==> src/rtl/ras_ckpt_queue_pkg.sv <==
// Shared frontend types for the RAS checkpoint queue: snapshot layout,
// {wrap, idx} queue pointer and wrap-aware pointer arithmetic.
package ras_ckpt_queue_pkg;

  localparam int DEPTH  = 32;
  localparam int INFL_W = 4;
  localparam int RAS_W  = 4;
  localparam int IDX_W  = $clog2(DEPTH);
  localparam int SNAP_W = 2 * (INFL_W + 1) + RAS_W + 1;

  typedef struct packed {
    logic [INFL_W:0]  ras_top;
    logic [INFL_W:0]  list_top;
    logic [RAS_W-1:0] inflight_top;
    logic             top_invalid;
  } ras_ckpt_snap_t;

  typedef struct packed {
    logic             wrap;
    logic [IDX_W-1:0] idx;
  } ckpt_ptr_t;

  localparam logic [IDX_W:0] PTR_ONE = {{IDX_W{1'b0}}, 1'b1};

  // DEPTH is a power of two, so a plain add over {wrap, idx} wraps idx and toggles wrap.
  function automatic ckpt_ptr_t ptr_add(input ckpt_ptr_t p, input logic [IDX_W:0] n);
    logic [IDX_W:0] sum;
    sum = {p.wrap, p.idx} + n;
    return ckpt_ptr_t'(sum);
  endfunction

endpackage

==> src/rtl/ras_ckpt_queue_ptr_cmp.sv <==
// Combinational wrap-aware head/tail comparator: occupancy flags, count and
// whether a slot index currently holds a live entry.
module ckpt_ptr_cmp
  import ras_ckpt_queue_pkg::*;
(
  input  logic [IDX_W:0]   i_head,
  input  logic [IDX_W:0]   i_tail,
  input  logic [IDX_W-1:0] i_idx,
  output logic             o_full,
  output logic             o_empty,
  output logic [IDX_W:0]   o_count,
  output logic [IDX_W-1:0] o_offset,
  output logic             o_in_range
);

  logic [IDX_W:0]   w_count;
  logic [IDX_W-1:0] w_offset;

  assign w_count  = i_tail - i_head;
  assign w_offset = i_idx - i_head[IDX_W-1:0];

  assign o_count    = w_count;
  assign o_offset   = w_offset;
  assign o_empty    = (i_head == i_tail);
  assign o_full     = (i_head[IDX_W-1:0] == i_tail[IDX_W-1:0]) &&
                      (i_head[IDX_W] != i_tail[IDX_W]);
  // Distance from head modulo DEPTH lands inside [head, tail) exactly when below count.
  assign o_in_range = ({1'b0, w_offset} < w_count);

endmodule

==> src/rtl/ras_ckpt_queue.sv <==
// Circular queue of RAS speculative snapshots, one per predicted fetch block:
// replays a snapshot on redirect, retires in order on commit.
module ras_ckpt_queue
  import ras_ckpt_queue_pkg::*;
(
  input  logic              clk,
  input  logic              rst,
  input  logic              enq_valid,
  output logic              enq_ready,
  input  logic [SNAP_W-1:0] enq_snap,
  output logic [IDX_W-1:0]  enq_idx,
  input  logic              redirect_valid,
  input  logic [IDX_W-1:0]  redirect_idx,
  output logic              rd_valid,
  output logic [SNAP_W-1:0] rd_snap,
  output logic              redirect_err,
  input  logic              commit_valid,
  output logic [SNAP_W-1:0] commit_snap,
  input  logic              flush,
  output logic [IDX_W:0]    count,
  output logic              empty
);

  ckpt_ptr_t      r_head;
  ckpt_ptr_t      r_tail;
  ckpt_ptr_t      w_head_nxt;
  ckpt_ptr_t      w_tail_nxt;
  ras_ckpt_snap_t r_mem [DEPTH];
  ras_ckpt_snap_t r_rd_snap;
  logic           r_rd_valid;
  logic           r_redirect_err;

  logic             w_full;
  logic             w_empty;
  logic [IDX_W:0]   w_count;
  logic [IDX_W-1:0] w_offset;
  logic             w_in_range;
  logic             w_enq_fire;
  logic             w_commit_fire;
  logic             w_redir_hit;

  ckpt_ptr_cmp u_ptr_cmp (
    .i_head     (r_head),
    .i_tail     (r_tail),
    .i_idx      (redirect_idx),
    .o_full     (w_full),
    .o_empty    (w_empty),
    .o_count    (w_count),
    .o_offset   (w_offset),
    .o_in_range (w_in_range)
  );

  assign enq_ready     = ~w_full & ~redirect_valid & ~flush;
  assign w_enq_fire    = enq_valid & enq_ready;
  assign w_commit_fire = commit_valid & ~w_empty;
  assign w_redir_hit   = redirect_valid & w_in_range;

  assign enq_idx      = r_tail.idx;
  assign count        = w_count;
  assign empty        = w_empty;
  assign commit_snap  = r_mem[r_head.idx];
  assign rd_valid     = r_rd_valid;
  assign rd_snap      = r_rd_snap;
  assign redirect_err = r_redirect_err;

  // Next head/tail: flush drains, redirect truncates after the target, commit pops.
  always_comb begin
    w_head_nxt = r_head;
    w_tail_nxt = r_tail;
    if (flush) begin
      w_head_nxt = r_tail;
    end else begin
      if (w_redir_hit) begin
        w_tail_nxt = ptr_add(r_head, {1'b0, w_offset} + PTR_ONE);
      end else if (w_enq_fire) begin
        w_tail_nxt = ptr_add(r_tail, PTR_ONE);
      end else begin
        w_tail_nxt = r_tail;
      end
      if (w_commit_fire) begin
        w_head_nxt = ptr_add(r_head, PTR_ONE);
      end else begin
        w_head_nxt = r_head;
      end
    end
  end

  // Pointer registers.
  always_ff @(posedge clk or posedge rst) begin
    if (rst) begin
      r_head <= '0;
      r_tail <= '0;
    end else begin
      r_head <= w_head_nxt;
      r_tail <= w_tail_nxt;
    end
  end

  // Snapshot storage; enq is blocked during redirect so no read bypass is required.
  always_ff @(posedge clk) begin
    if (w_enq_fire) begin
      r_mem[r_tail.idx] <= ras_ckpt_snap_t'(enq_snap);
    end
  end

  // Registered redirect replay and range-error pulse.
  always_ff @(posedge clk or posedge rst) begin
    if (rst) begin
      r_rd_valid     <= 1'b0;
      r_rd_snap      <= '0;
      r_redirect_err <= 1'b0;
    end else if (flush) begin
      r_rd_valid     <= 1'b0;
      r_redirect_err <= 1'b0;
    end else begin
      r_rd_valid     <= w_redir_hit;
      r_redirect_err <= redirect_valid & ~w_in_range;
      if (w_redir_hit) begin
        r_rd_snap <= r_mem[redirect_idx];
      end
    end
  end

endmodule

==> config.mk <==
export PLATFORM = sky130hd
export DESIGN_NAME = ras_ckpt_queue
export DESIGN_NICKNAME = d
export VERILOG_FILES = /design/src/rtl/ras_ckpt_queue_pkg.sv /design/src/rtl/ras_ckpt_queue_ptr_cmp.sv /design/src/rtl/ras_ckpt_queue.sv
export SDC_FILE = /design/constraint.sdc
export NUM_CORES = 1
export LEC_CHECK = 0
export BUFFER_PORTS_ARGS = -buffer_cell sky130_fd_sc_hd__buf_2
export CAP_MARGIN = 10
export CORE_MARGIN = 4
export CORE_UTILIZATION = 43
export CTS_CLUSTER_SIZE = 24
export DETAILED_ROUTE_END_ITERATION = 6
export GPL_TIMING_DRIVEN = 0
export PLACE_DENSITY = 0.58
export SLEW_MARGIN = 40
export SYNTH_ARGS = -nofsm -noshare
export SYNTH_HDL_FRONTEND = slang
export SYNTH_SLANG_ARGS = --single-unit
==> constraint.sdc <==
create_clock -name clk -period 5.2 [get_ports clk]
set_clock_uncertainty 0.1 [all_clocks]
set_input_delay 0.78 -clock clk [delete_from_list [all_inputs] [get_ports clk]]
set_output_delay 0.78 -clock clk [all_outputs]
set_load 0.05 [all_outputs]
; ---- After elaboration in Yosys (flattened, before gate mapping)
; Memories as Yosys holds them, arrays and structs flattened. A register that Yosys moved wholly into a read port is not among the register bits.
; Index checks and enable logic that the tools add are counted.
[op_classes]
n_bitwise = 11
reduce_logical = 5
addsub = 6
eq_ne = 3
muxes = 8
magnitude_cmp = 1
[op_table]
columns = operator, count
row1 = two-way mux 6 bit, 4
row2 = adder 6 x 1 -> 6 bit (second input constant), 2
row3 = adder 5 x 1 -> 6 bit (second input constant), 1
row4 = adder 6 bit, 1
row5 = AND 1 bit, 6
row6 = equality test 6 bit, 1
row7 = < comparator 5 x 6 -> 1 bit, 1
row8 = subtractor 6 bit, 1
row9 = equality test 5 bit, 1
row10 = NOT 1 bit, 5
row11 = subtractor 5 bit, 1
row12 = two-way mux 1 bit, 4
row13 = AND reduction 2 bit, 2
row14 = nonzero test 2 bit, 2
row15 = logical AND 1 bit, 1
row16 = != test 1 bit, 1
[totals]
input_bits = 26
out_inout_bits = 45
ff_bits = 14
wordCells = 41
mem_bits_rw = 480
memories = 1
[memory_table]
columns = memory, depth, word_bits, read_ports, rd_ports_with_merged_regs, wr, line
row1 = r_mem, 32, 15, 2, 1, 1, ras_ckpt_queue.sv:28  ; ras_ckpt_snap_t r_mem [DEPTH];

; ---- Depth between registers and ports, before layout
[depth]
ltp_word = 8
mapped_depth = 18
ltp_nobuf = 14

; ---- Modules after synthesis
; Synthesis repeated with hierarchy kept, for this count alone.
[hier_totals]
cells_unflattened = 1434
hier_area_um2 = 24384.6
[by_module_without_submodules]
columns = mod, cells_each, area_per_inst_um2, seq_area_each_um2, n_inst
row1 = ras_ckpt_queue, 1370, 23889.2, 15139.5, 1
row2 = ckpt_ptr_cmp, 64, 495.5, 0.0, 1

; ---- Worst setup path before layout
; Ideal clock, no wire load.
[synth_timing]
kind = reg-to-reg
from = register r_head[1] in the netlist's numbering
to = memory r_mem[15][0] in the netlist's numbering (enable)
path_stages_with_launch = 11
setup_time_ns = 0.386
arrival_ns = 4.217
required_time_ns = 4.714
synth_period_minus_slack_ns = 4.703
setup_slack_ns = 0.497
path_buffers = 3
cell_sequence = dfrtp_1 -> clkbuf_1 -> buf_2 -> inv_1 -> ha_1 -> and4_1 -> a311oi_1 -> and2_0 -> buf_2 -> nand2_1 -> nor2_1
[synth_between]
elab_chain_cells = 8
[synth_rtl]
columns = item, line
row1 = start: declaration, ras_ckpt_queue.sv:24  ; ckpt_ptr_t r_head;
row2 = start signal: assignment, ras_ckpt_queue.sv:94  ; r_head <= w_head_nxt;
row3 = equality test 5 bit, ras_ckpt_queue_ptr_cmp.sv:25  ; assign o_full = (i_head[IDX_W-1:0] == i_tail[IDX_W-1:0]) &&
row4 = logical AND 1 bit, ras_ckpt_queue_ptr_cmp.sv:25
row5 = NOT 1 bit, ras_ckpt_queue.sv:53  ; assign enq_ready = ~w_full & ~redirect_valid & ~flush;
row6 = AND 1 bit (2 in series), ras_ckpt_queue.sv:53
row7 = named net enq_ready, ras_ckpt_queue.sv:9  ; output logic enq_ready,
row8 = AND 1 bit, ras_ckpt_queue.sv:54  ; assign w_enq_fire = enq_valid & enq_ready;
row9 = two-way mux 1 bit, ras_ckpt_queue.sv:101  ; if (w_enq_fire) begin
row10 = two-way mux 1 bit (not written as such), ras_ckpt_queue.sv:102  ; r_mem[r_tail.idx] <= ras_ckpt_snap_t'(enq_snap);
row11 = end: declaration, ras_ckpt_queue.sv:28
; The timed path passes the listed nets, and every way through them passes these cells.

; ---- Worst setup path after layout
[layout_timing]
from = register r_head[1] in the netlist's numbering
to = memory r_mem[0][3] in the netlist's numbering (enable)
[layout_between]
elab_chain_cells = 8
[layout_rtl]
columns = item, line
row1 = equality test 5 bit, ras_ckpt_queue_ptr_cmp.sv:25
row2 = logical AND 1 bit, ras_ckpt_queue_ptr_cmp.sv:25
row3 = NOT 1 bit, ras_ckpt_queue.sv:53
row4 = AND 1 bit (2 in series), ras_ckpt_queue.sv:53
row5 = AND 1 bit, ras_ckpt_queue.sv:54
row6 = two-way mux 1 bit, ras_ckpt_queue.sv:101
row7 = two-way mux 1 bit (not written as such), ras_ckpt_queue.sv:102
; No other way between the ends.

==> run_results.csv <==
group,metric,value,unit
outcome,status,"complete, no violations",
critical_path,reg2reg_from,"r_head[1]",
cells_and_area,fin_util,0.5064,
cells_and_area,fill_cells,4739,
clock_tree,cts_sinks,509,
yosys,synth_nets,1435,
critical_path,crit_path_cell_trace,"clkbuf_1 > buf_2 > inv_1 > ha_1 > and4_1 > a311oi_1 > and2_0 > buf_2 > nand2_1 > nor2_4 > buf_8",
route,wirelength,82140,microns
clock_tree,clk_latency,0.64,ns
sta,hold_viol,0,
floorplanning,die_width,246.7,microns
critical_path,r2r_slack,0.18,ns
floorplanning,core_area,56390,sq um
clock_tree,root_buffer,"clkbuf_16",
cells_and_area,antenna_cells,0,
sta,tightest_slew,0.9534,ns
clock_tree,clkTransAtPathRegs,0.07,ns
yosys,synthCells,1383,
sta,min_period,5.023,ns
cells_and_area,final_layout_size_suffix_gt1_frac,0.3235,
cells_and_area,multi_input_area,8935,sq um
sta,finalSetupViolations,0,
critical_path,cp-start-kind,"flop",
yosys,yosysTopAreaCellShare,0.5881,
place,place_hpwl,58050,microns
route,detail-route-antenna-nets,0,
floorplanning,row_count,87,
floorplanning,die_h,246.7,microns
yosys,ys_async_sr_fraction,0.05697,
cells_and_area,area_growth,16.52,%
yosys,ys_seq_area_frac,0.6178,
sta,hold_slack,0.07611,ns
sta,finalSetupTns,0,ns
sta,fmax,199.1,MHz
cells_and_area,regArea,15140,sq um
sta,slew_headroom,0.3644,
place,numPortBuffers,69,
grt,grt_remaining_overflow,0,
cells_and_area,nets,1594,
critical_path,slowest_stage,"nor2_4",
yosys,ys_types,54,
pwr,p_total,14.89,mW
pwr,p_leak,9.688,nW
critical_path,critPathKind,"reg -> reg",
yosys,syn_avg_cell_area,17.72,sq um
route,avgRoutedWirePerCell,35.07,microns
grt,grtUsageTotal,0.2709,
floorplanning,num_io_pins,71,
pwr,ir_drop,0.7215,mV
yosys,syn_area,24510,sq um
critical_path,crit_path_max_incr_delay,0.62,ns
critical_path,critPathMaxFanout,10,
grt,grt_start_max_net_pins,33,
place,gp_congestion,0.8947,
critical_path,r2r_end,"r_mem[0][3]",
grt,grt_pass1_wl,114800,microns
sta,drv_slew,0,
sta,rsz0062_at_grt,"false",
clock_tree,numCtsBuffers,55,
critical_path,endpoint_kind,"flop",
clock_tree,clockBufferDepth,3,
critical_path,cp.required,5.43,ns
yosys,synth_edf_count,480,
clock_tree,htree_num_levels,2,
route,num_vias,15310,
yosys,yosys_warnings,0,
grt,first_global_vias,15390,
grt,antenna_found_initial,0,
critical_path,crit_arrival,5.25,ns
yosys,synth.most_common_cell,"edfxtp_1",
sta,finalCritPeriodShare,0.9659,
sta,worst_slack,0.1772,ns
route,drt_iter0_markers,2016,
yosys,netlist_top_cells_count,"edfxtp_1, mux4_2, mux2i_1",
yosys,yosys.area.top_type,"edfxtp_1",
route,via_per_inst,6.536,
place,pre_cts_ws,0.07741,ns
yosys,yosys-top-cells-area,"edfxtp_1, mux4_2, mux2i_1",
clock_tree,post-cts-setup-buffer-count,0,
run,drv_cap,0,
critical_path,r2r_cells,11,
route,drc,0,
floorplanning,start_util,0.4346,
pwr,p_per_area,521.3,nW/um^2
yosys,synth_top_flop_cell,"edfxtp_1",
route,dr.pass1.iters,6,
floorplanning,die_area,60880,sq um
critical_path,critPathMostFrequentCell,"buf_2",
yosys,synth_seq_cells,509,
clock_tree,tritoncts,"built",
worst_hold_path,worstHoldPathType,"in -> async",
## stage by stage
stage	area (sq um)	std cells
6_report	28560	2342
5_1_grt	28560	2342
4_1_cts	28550	2342
3_5_place_dp	26790	2241
3_3_place_gp	25800	2208
2_1_floorplan	24510	1383
## placed cells by master (no fill, tap or decap), drive strengths merged, types with 32 or more instances in the layout
master | Yosys | routed
buf | 59 | 159
a221oi | 32 | 32
edfxtp | 480 | 480
o21ai | 45 | 45
clkbuf | 43 | 105
nor2 | 51 | 51
mux4 | 216 | 216
nand2 | 83 | 83
clkinv | 2 | 32
mux2i | 114 | 114
## layer usage
| layer | global-route usage | routed length [microns] | share of wire | vias to the layer above |
|---|---|---|---|---|
| met1 | 0.3833 | 32740 | 0.40 | 8113 |
| met2 | 0.4149 | 37290 | 0.45 | 913 |
| met5 | 0.01716 | 130 | 0.0016 | - |
| met4 | 0.1031 | 3637 | 0.044 | 2 |
| li1 | - | - | - | 6106 |
| met3 | 0.05758 | 8340 | 0.10 | 173 |
## report_power, final
| group | total, mW | leakage (nW) | switching [mW] | internal [mW] |
|---|---|---|---|---|
| clock | 3.88 | 0.865 | 1.65 | 2.23 |
| combinational | 6.18 | 4.15 | 3.98 | 2.20 |
| sequential | 4.82 | 4.67 | 0.170 | 4.65 |
## state kept, by name, summed over array words and instances (netlist names)
register,cells
rd_snap,15
r_tail,1
enq_idx,5
redirect_err,1
rd_valid,1
r_head,6
r_mem,480
## worst max path at each step
stage,startpoint,end
finish,r_head[1],r_mem[0][3]
global route,r_head[1],r_mem[25][13]
CTS,r_head[4],r_mem[27][13]
detailed placement,r_head[4],r_mem[27][6]
global placement,r_head[4],r_mem[0][3]
floorplan,r_head[1],r_mem[15][0]
## logic make-up (layout without fill, tap and decap cells)
logic type               after synthesis  count (layout)  synth area share
adder cells (fa/ha/maj)               26              26           0.01389
AND/OR/NAND/NOR                      179             179           0.03262
flip-flops                           509             509            0.6178
buffers and inverters                126             329           0.02747
AO/OA/AOI/OAI                        194             194           0.05601
multiplexers                         331             331            0.2455
XOR/XNOR                              18              18          0.006739
## worst max-delay path, delay by kind of cell, from the launching register on
kind / cells / cell delay (ns)
buffers and inverters: 5 / 1.67
AO/OA/AOI/OAI: 1 / 0.47
adder cells (fa/ha/maj): 1 / 0.39
flip-flops: 1 / 0.52
AND/OR/NAND/NOR: 4 / 1.54
## layout make-up
cell class / count / share of cell area
repair buffers: 102 / 0.03707
plain buffers: 102 / 0.02173
clock inverters: 41 / 0.01279
clock buffers: 60 / 0.04885
flip-flops and latches: 509 / 0.5302
inverters: 24 / 0.003374
multi-input cells: 748 / 0.3129
well taps: 756 / 0.03312
## timing repair
item | 4_1_cts | 5_1_grt
setup endpoints to repair | 0 | 412
hold buffers | 0 | 0
gates resized for setup | 0 | 3
No activity file was read; power rests on OpenSTA's default activity.
